==> config.mk <==
export PLATFORM = sky130hd
export DESIGN_NAME = prog_counter
export DESIGN_NICKNAME = d
export VERILOG_FILES = /design/src/rtl/prog_counter_pkg.sv /design/src/rtl/prog_counter_prescaler.sv /design/src/rtl/prog_counter.sv
export SDC_FILE = /design/constraint.sdc
export NUM_CORES = 1
export LEC_CHECK = 0
export ABC_AREA = 1
export BUFFER_PORTS_ARGS = -buffer_cell sky130_fd_sc_hd__buf_2
export CORE_UTILIZATION = 30
export DETAILED_ROUTE_END_ITERATION = 10
export PLACE_DENSITY = 0.61
export SLEW_MARGIN = 0
export SYNTH_ARGS = -nofsm -noshare
export SYNTH_HDL_FRONTEND = slang
export SYNTH_SLANG_ARGS = --single-unit
export TNS_END_PERCENT = 5
==> constraint.sdc <==
create_clock -name clk_i -period 3.52 [get_ports clk_i]
set_input_delay 0.704 -clock clk_i [delete_from_list [all_inputs] [get_ports clk_i]]
set_output_delay 0.704 -clock clk_i [all_outputs]
set_load 0.005 [all_outputs]
==> src/rtl/prog_counter_pkg.sv <==
// Shared mode encodings and terminal-value helpers for the programmable counter.
package prog_counter_pkg;

    // Widest counter the helper functions can describe.
    localparam int unsigned MaxWidth = 32;

    localparam logic [1:0] MODE_FREE    = 2'b00;
    localparam logic [1:0] MODE_MOD     = 2'b01;
    localparam logic [1:0] MODE_ONESHOT = 2'b10;

    typedef enum logic [1:0] {
        ModeFree    = MODE_FREE,
        ModeMod     = MODE_MOD,
        ModeOneshot = MODE_ONESHOT,
        ModeRsvd    = 2'b11
    } mode_e;

    // The reserved encoding behaves exactly like free-run.
    function automatic mode_e decode_mode(input logic [1:0] raw);
        mode_e m;
        case (raw)
            MODE_MOD:     m = ModeMod;
            MODE_ONESHOT: m = ModeOneshot;
            default:      m = ModeFree;
        endcase
        return m;
    endfunction

    function automatic logic [MaxWidth-1:0] all_ones(input int unsigned width);
        logic [MaxWidth-1:0] r;
        r = '0;
        for (int unsigned i = 0; i < MaxWidth; i++) begin
            if (i < width) begin
                r[i] = 1'b1;
            end
        end
        return r;
    endfunction

    // Value at which the counter wraps, holds or finishes.
    function automatic logic [MaxWidth-1:0] term_val(input mode_e               mode,
                                                     input logic                dir,
                                                     input logic [MaxWidth-1:0] mod_val,
                                                     input int unsigned         width);
        logic [MaxWidth-1:0] t;
        if (!dir) begin
            t = '0;
        end else if (mode == ModeFree) begin
            t = all_ones(width);
        end else begin
            t = mod_val;
        end
        return t;
    endfunction

endpackage

==> src/rtl/prog_counter_prescaler.sv <==
// Enable-gated clock prescaler: one tick every prescale+1 enabled cycles.
module prog_counter_prescaler #(
    parameter int unsigned PSC_W = 4
) (
    input  logic             clk_i,
    input  logic             rst_ni,
    input  logic             en_i,
    input  logic             clr_i,
    input  logic [PSC_W-1:0] prescale_i,
    output logic             tick_o
);

    logic [PSC_W-1:0] psc_cnt_q, psc_cnt_d;

    // >= rather than == so lowering prescale below the running count ticks at once.
    assign tick_o = en_i && (psc_cnt_q >= prescale_i);

    always_comb begin
        psc_cnt_d = psc_cnt_q;
        if (clr_i) begin
            psc_cnt_d = '0;
        end else if (en_i) begin
            psc_cnt_d = tick_o ? '0 : psc_cnt_q + PSC_W'(1);
        end
    end

    always_ff @(posedge clk_i or negedge rst_ni) begin
        if (!rst_ni) begin
            psc_cnt_q <= '0;
        end else begin
            psc_cnt_q <= psc_cnt_d;
        end
    end

endmodule

==> src/rtl/prog_counter.sv <==
// Loadable WIDTH-bit up/down counter with free-run, modulo and one-shot modes,
// prescaled stepping, terminal-count pulse and a replicated pad output-enable.
module prog_counter
    import prog_counter_pkg::*;
#(
    parameter int unsigned      WIDTH   = 8,
    parameter int unsigned      PSC_W   = 4,
    parameter logic [WIDTH-1:0] RST_VAL = '0
) (
    input  logic             clk_i,
    input  logic             rst_ni,
    input  logic             en_i,
    input  logic             load_i,
    input  logic [WIDTH-1:0] load_val_i,
    input  logic             dir_i,
    input  logic [1:0]       mode_i,
    input  logic [WIDTH-1:0] mod_val_i,
    input  logic [PSC_W-1:0] prescale_i,
    input  logic             oe_i,
    output logic [WIDTH-1:0] count_o,
    output logic [WIDTH-1:0] count_oe_o,
    output logic             tc_o,
    output logic             done_o
);

    logic [WIDTH-1:0]    count_q, count_d;
    logic                tc_q, tc_d;
    logic                done_q, done_d;
    logic                tick;
    mode_e               mode;
    logic [MaxWidth-1:0] mod_ext;
    logic [MaxWidth-1:0] term_full;
    logic [WIDTH-1:0]    term;

    prog_counter_prescaler #(
        .PSC_W (PSC_W)
    ) u_prescaler (
        .clk_i      (clk_i),
        .rst_ni     (rst_ni),
        .en_i       (en_i),
        .clr_i      (load_i),
        .prescale_i (prescale_i),
        .tick_o     (tick)
    );

    always_comb begin
        mod_ext             = '0;
        mod_ext[WIDTH-1:0]  = mod_val_i;
        mode                = decode_mode(mode_i);
        term_full           = term_val(mode, dir_i, mod_ext, WIDTH);
        term                = term_full[WIDTH-1:0];
    end

    always_comb begin
        count_d = count_q;
        tc_d    = 1'b0;
        done_d  = done_q;
        if (load_i) begin
            count_d = load_val_i;
            done_d  = 1'b0;
        end else if (tick && !done_q) begin
            if (count_q == term) begin
                case (mode)
                    ModeMod: begin
                        count_d = dir_i ? '0 : mod_val_i;
                        tc_d    = 1'b1;
                    end
                    ModeOneshot: begin
                        // Hold at the terminal value; done_q gates any later pulse.
                        done_d = 1'b1;
                        tc_d   = 1'b1;
                    end
                    default: begin
                        count_d = dir_i ? '0 : '1;
                        tc_d    = 1'b1;
                    end
                endcase
            end else begin
                count_d = dir_i ? count_q + WIDTH'(1) : count_q - WIDTH'(1);
            end
        end
    end

    always_ff @(posedge clk_i or negedge rst_ni) begin
        if (!rst_ni) begin
            count_q <= RST_VAL;
            tc_q    <= 1'b0;
            done_q  <= 1'b0;
        end else begin
            count_q <= count_d;
            tc_q    <= tc_d;
            done_q  <= done_d;
        end
    end

    assign count_o    = count_q;
    assign tc_o       = tc_q;
    assign done_o     = done_q;
    assign count_oe_o = {WIDTH{oe_i}};

endmodule

Yosys cells after proc, flatten, opt, wreduce, memory -nomap -nowiden
Cells that the tools add are included.
{"block": "totals", "register_bits": 14, "latch_bits": 0, "mem_bits_rw": 0, "mem_bits_ro": 0, "inputBits": 28, "output_inout_bits": 18, "wordCells": 44, "n_memories": 0}
{"block": "op_classes", "n_addsub": 3, "multipliers": 0, "n_div": 0, "magnitude_cmp": 1, "eq_ne": 6, "shifts": 0, "n_mux": 20, "bitwise": 0, "n_reduce_logical": 10}
{"op": "$mux 8", "n": 8}
{"op": "$pmux 8 s2", "n": 1}
{"op": "$mux 4", "n": 3}
{"op": "$add 8x1->8 const B", "n": 1}
{"op": "$eq 8x8->1", "n": 1}
{"op": "$reduce_bool 2->1", "n": 4}
{"op": "$sub 8x1->8 const B", "n": 1}
{"op": "$mux 1", "n": 7}
{"op": "$add 4x1->4 const B", "n": 1}
{"op": "$eq 2x1->1 const B", "n": 2}
{"op": "$eq 2x2->1 const B", "n": 2}
{"op": "$ge 4x4->1", "n": 1}
{"op": "$pmux 2 s2", "n": 1}
{"op": "$ne 3x3->1 const B", "n": 1}
{"op": "$reduce_and 3->1", "n": 1}
{"op": "$logic_and 1x1->1", "n": 2}
{"op": "$logic_not 2->1", "n": 1}
{"op": "$reduce_and 2->1", "n": 1}
{"op": "$logic_not 1->1", "n": 1}

Depth between registers and ports, before layout
{"block": "depth", "ltp_word": 9, "mapped_depth": 19, "depth_no_buf": 16}

By module
A second synthesis with hierarchy kept.
{"block": "hier_totals", "hier_cells": 260, "hier_area_um2": 1732.9}
{"module": "prog_counter", "instances": 1, "cells_per_inst": 213, "area_each_um2": 1385.1, "seq_area_each_um2": 250.2}
{"module": "prog_counter_prescaler", "instances": 1, "cells_per_inst": 47, "area_each_um2": 347.8, "seq_area_each_um2": 100.1}

Worst setup path before layout
No wires, ideal clock.
{"block": "synth_timing", "path_type": "input-to-reg", "from": "in dir_i", "to": "reg count_q[7], in the netlist count_o[7]", "setup_ns": 0.117, "arrival_ns": 2.309, "required_time_ns": 3.403, "setup_slack_ns": 1.094, "stages": 19, "path_buffers": 3, "path_cell_list": "buf_6 buf_6 buf_4 inv_1 ha_1 nand2_1 nand2_1 inv_1 nor2_1 nor2_1 nand2_1 nand2_1 nand2_1 nand2_1 nand2_1 nand2_1 nand2_1 nand2_1 nand2_1"}
{"block": "synth_via", "elab_chain_len": 5, "word_cells_on_any_way": 11, "cone_classes": "eq/ne (2); mux (8); reduce/logical (1)"}
{"element": "start: declaration", "line": "prog_counter.sv:15", "source": "input logic dir_i,"}
{"element": "$mux 8, on equally long branches", "line": "prog_counter_pkg.sv:46, prog_counter.sv:65, prog_counter.sv:74"}
{"element": "$eq 8x8->1 / $pmux 8 s2 (equally long branches)", "line": "prog_counter.sv:62, prog_counter.sv:63"}
{"element": "$mux 8", "line": "prog_counter.sv:62", "source": "if (count_q == term) begin"}
{"element": "$mux 8", "line": "prog_counter.sv:61", "source": "end else if (tick && !done_q) begin"}
{"element": "$mux 8", "line": "prog_counter.sv:58", "source": "if (load_i) begin"}
{"element": "end signal: assignment", "line": "prog_counter.sv:90", "source": "count_q <= count_d;"}
{"element": "end: declaration", "line": "prog_counter.sv:26", "source": "logic [WIDTH-1:0] count_q, count_d;"}
Parallel ways exist; a longest one is shown, timed or not. The select of a mux whose other input is x is not followed.
A chain may end at the register's enable or synchronous reset.

Worst setup path in the final report
{"block": "layout_timing", "from": "in mode_i[0]", "to": "reg count_q[5], in the netlist count_o[5]"}
{"block": "layout_via", "elab_chain_len": 9, "word_cells_on_any_way": 15, "cone_classes": "eq/ne (6); mux (7); reduce/logical (2)"}
{"element": "start: declaration", "line": "prog_counter.sv:16", "source": "input logic [1:0] mode_i,"}
{"element": "$eq 2x2->1 / $eq 2x1->1 (equally long branches)", "line": "prog_counter_pkg.sv:21", "source": "case (raw)"}
{"element": "$pmux 2 s2 (*)", "line": "prog_counter_pkg.sv:21"}
{"element": "$logic_not 2->1", "line": "prog_counter_pkg.sv:48", "source": "end else if (mode == ModeFree) begin"}
{"element": "$mux 8", "line": "prog_counter_pkg.sv:48"}
{"element": "$mux 8", "line": "prog_counter_pkg.sv:46", "source": "if (!dir) begin"}
{"element": "$eq 8x8->1", "line": "prog_counter.sv:62"}
{"element": "$mux 8", "line": "prog_counter.sv:62"}
{"element": "$mux 8", "line": "prog_counter.sv:61"}
{"element": "$mux 8", "line": "prog_counter.sv:58"}
Every way passes the cells marked *; elsewhere a longest branch is shown, timed or not. The select of a mux whose other input is x is not followed.

==> impl_metrics.csv <==
group,metric,value,unit
run_status,status,"finished, final reports clean",
die,core,5170,sq um
die,fp-row-count,26,
hold_path,hold_class,"in2async",
critical_path,endpoint_kind,"register",
cts,clk_latency,240,ps
sta,worst_pin_slew,452,ps
cts,hold_buffers,0,
layout,stdcell_count,353,
cts,cts_tree,"built",
power,power_frac_clock,0.201,
critical_path,worstSetupPathType,"in2reg",
place,dp.final_hpwl,3070,um
layout,drive_gt1_frac,0.184,
cts,cts-htree-levels,1,
global_route,grt-ovfl-total,0,
place,placed_area,1760,sq um
sta,slew_headroom,0.698,
synth,synth-seq-cells,14,
critical_path,required,3650,ps
power,power,0.768,mW
die,num_io_pins,46,
sta,tns,0,ps
critical_path,cp-start-kind,"input port",
place,port_buffers,36,
sta,post-route-min-period,2520,ps
drt,dr_total_vias,1558,
power,power_frac_comb,0.491,
critical_path,worstPathCellList,"buf_2, inv_1, ha_1, inv_2, nand2_1, nand2_1, nand2_1, nand2_1, nand2_1, nor2_2, nand3b_1, o21ai_2, inv_2, nand2_1, nand2_1",
sta,hold_ws,345,ps
global_route,grt_max_degree,27,
synth,synth_area,1620,sq um
power,sw_frac_of_total,0.426,
die,start_util,0.313,
power,power_frac_seq,0.308,
layout,area_growth,12.2,%
critical_path,cp_max_fo,11,
sta,finalHoldViolations,0,
drt,drt_wl_total,3910,um
power,p_int,0.441,mW
synth,syn-num-nets,301,
sta,report.final.slew_viol_count,0,
layout,diodes,0,
cts,clkTransAtPathRegs,60,ps
layout,final_cell_mix,"nand2_1 (101), buf_2 (36), nand3_1 (33), inv_1 (32), dfrtp_1 (14)",
global_route,grt_use_total,0.138,
synth,yosysSeqAreaShare,0.216,
power,power_leakage,1.08,nW
synth,netlist_instances,259,
synth,ys_types,31,
cts,cts_sinks,14,
drt,drtIter0Drc,85,
drt,drc,0,
power,power_per_cell_area,422,nW/um^2
flow_run,drv_cap,0,
sta,fmax,396,MHz
global_route,antenna_found_initial,0,
layout,nNetsFinal,326,
layout,design_area,1820,sq um
sta,final.period_utilization,0.717,
critical_path,cpMostUsedCell,"nand2_1",
place,globalplace.congestion,0.785,
cts,ctsLongestPathBuffers,2,
critical_path,cpPeakStageDelay,380,ps
drt,via_per_inst,4.41,
cts,cts_buffers,3,
critical_path,worstPathArrival,2660,ps
sta,rsz0062_at_grt,"false",
cts,cts-resized-gates,0,
place,placed_cells,349,
drt,wl_per_cell,11.1,um
power,vdd_drop_max,0.258,mV
cts,post_cts_buffers,0,
power,power_switching,0.327,mW
drt,drt-pass1-iter-count,4,
critical_path,cp_slowest_cell,"nor2_2",
sta,fin_ws,997,ps
place,pre_cts_ws,739,ps
global_route,grt_pass1_vias,1256,
sta,setup_viol,0,
die,dieArea,5700,sq um
global_route,grt_pass1_wl,6000,um
die,die_h,75.5,um
drt,ant_nets,0,
die,die_w,75.5,um
synth,yosysWarningCount,0,
layout,final_common_cell,"nand2_1",
synth,syn_area_per_cell,6.26,sq um
cts,cts_root_buf,"clkbuf_8",
layout,fin_util,0.352,
sta,fin_skew,1.98,ps
logic make-up (layout without fill, tap and decap cells):
logic type	Yosys count	in the layout	synth area share
flops	14	14	0.216
simple gates	150	150	0.398
compound gates	20	20	0.0694
mux	1	1	0.00617
fa+ha+maj	14	14	0.113
xor+xnor	6	6	0.0324
buf+inv	54	78	0.165
routing by layer:
layer  routed length (um)  GRT usage  vias to the layer above
met1                 2070      0.206                      658
li1                     -          -                      855
met2                 1610      0.208                       45
met5                    0          0                        -
met3                  228     0.0331                        0
met4                    0     0.0144                        0
worst max-delay path: cells and delay by family:
kind,cells,cell delay [ps]
and+or+nand+nor,9,1000
buffers and inverters,4,430
adders and majority gates,1,320
AOI/OAI and AO/OA,1,200
power groups by stage:
stage | logic [mW] | clock network [mW] | registers [mW]
CTS | 0.379 | 0.159 | 0.237
global placement | 0.372 | 0 | 0.240
detailed placement | 0.377 | 0 | 0.240
global route | 0.439 | 0.167 | 0.240
finish | 0.377 | 0.154 | 0.236
floorplan | 0.297 | 0 | 0.222
worst paths after layout:
path,startpoint,end,slack [ps],cells past startpoint
max in group asynchronous,rst_ni,count_o[5],2940,1
min,rst_ni,done_o,350,1
min in group clk_i,done_o,tc_o,490,1
max reg2reg,u_prescaler.psc_cnt_q[3],count_o[5],1600,9
min reg2reg,done_o,tc_o,490,1
max,mode_i[0],count_o[5],1000,15
synth_stat cells:
library cell / count / area, sq um
nand3b_1: 1 / 7.51
a21o_1: 1 / 7.51
nand3_1: 33 / 165
o21ai_2: 1 / 8.76
a21oi_1: 13 / 65.1
nor2_1: 4 / 15.0
buf_4: 9 / 67.6
fa_1: 1 / 20.0
nand2_2: 1 / 6.26
nand4_1: 2 / 12.5
mux2i_1: 1 / 10.0
clkinv_1: 3 / 11.3
buf_2: 1 / 5.00
xor2_1: 4 / 35.0
clkbuf_1: 1 / 3.75
buf_1: 1 / 3.75
nand2_4: 1 / 11.3
o21bai_1: 1 / 7.51
ha_1: 13 / 163
buf_6: 4 / 45.0
o21ai_1: 1 / 5.00
or2_2: 4 / 25.0
nor4_1: 1 / 6.26
dfrtp_1: 14 / 350
inv_1: 32 / 120
nand2_1: 101 / 379
nor2_2: 1 / 6.26
xnor2_1: 2 / 17.5
nor2_4: 1 / 11.3
o22ai_1: 3 / 18.8
inv_2: 3 / 11.3
area by class of cell:
cell class / count / area [sq um]
Fill cell: 572 / 3350
Multi-Input combinational cell: 191 / 1000
Sequential cell: 14 / 350
Timing Repair Buffer: 36 / 180
Inverter: 38 / 143
Tap cell: 70 / 87.6
Clock buffer: 4 / 55.1
state kept, by name, indices dropped and copies added, names as in the netlist:
signal	cells
count_o	8
u_prescaler.psc_cnt_q	4
done_o	1
tc_o	1
No activity file was read; power rests on OpenSTA's default activity.
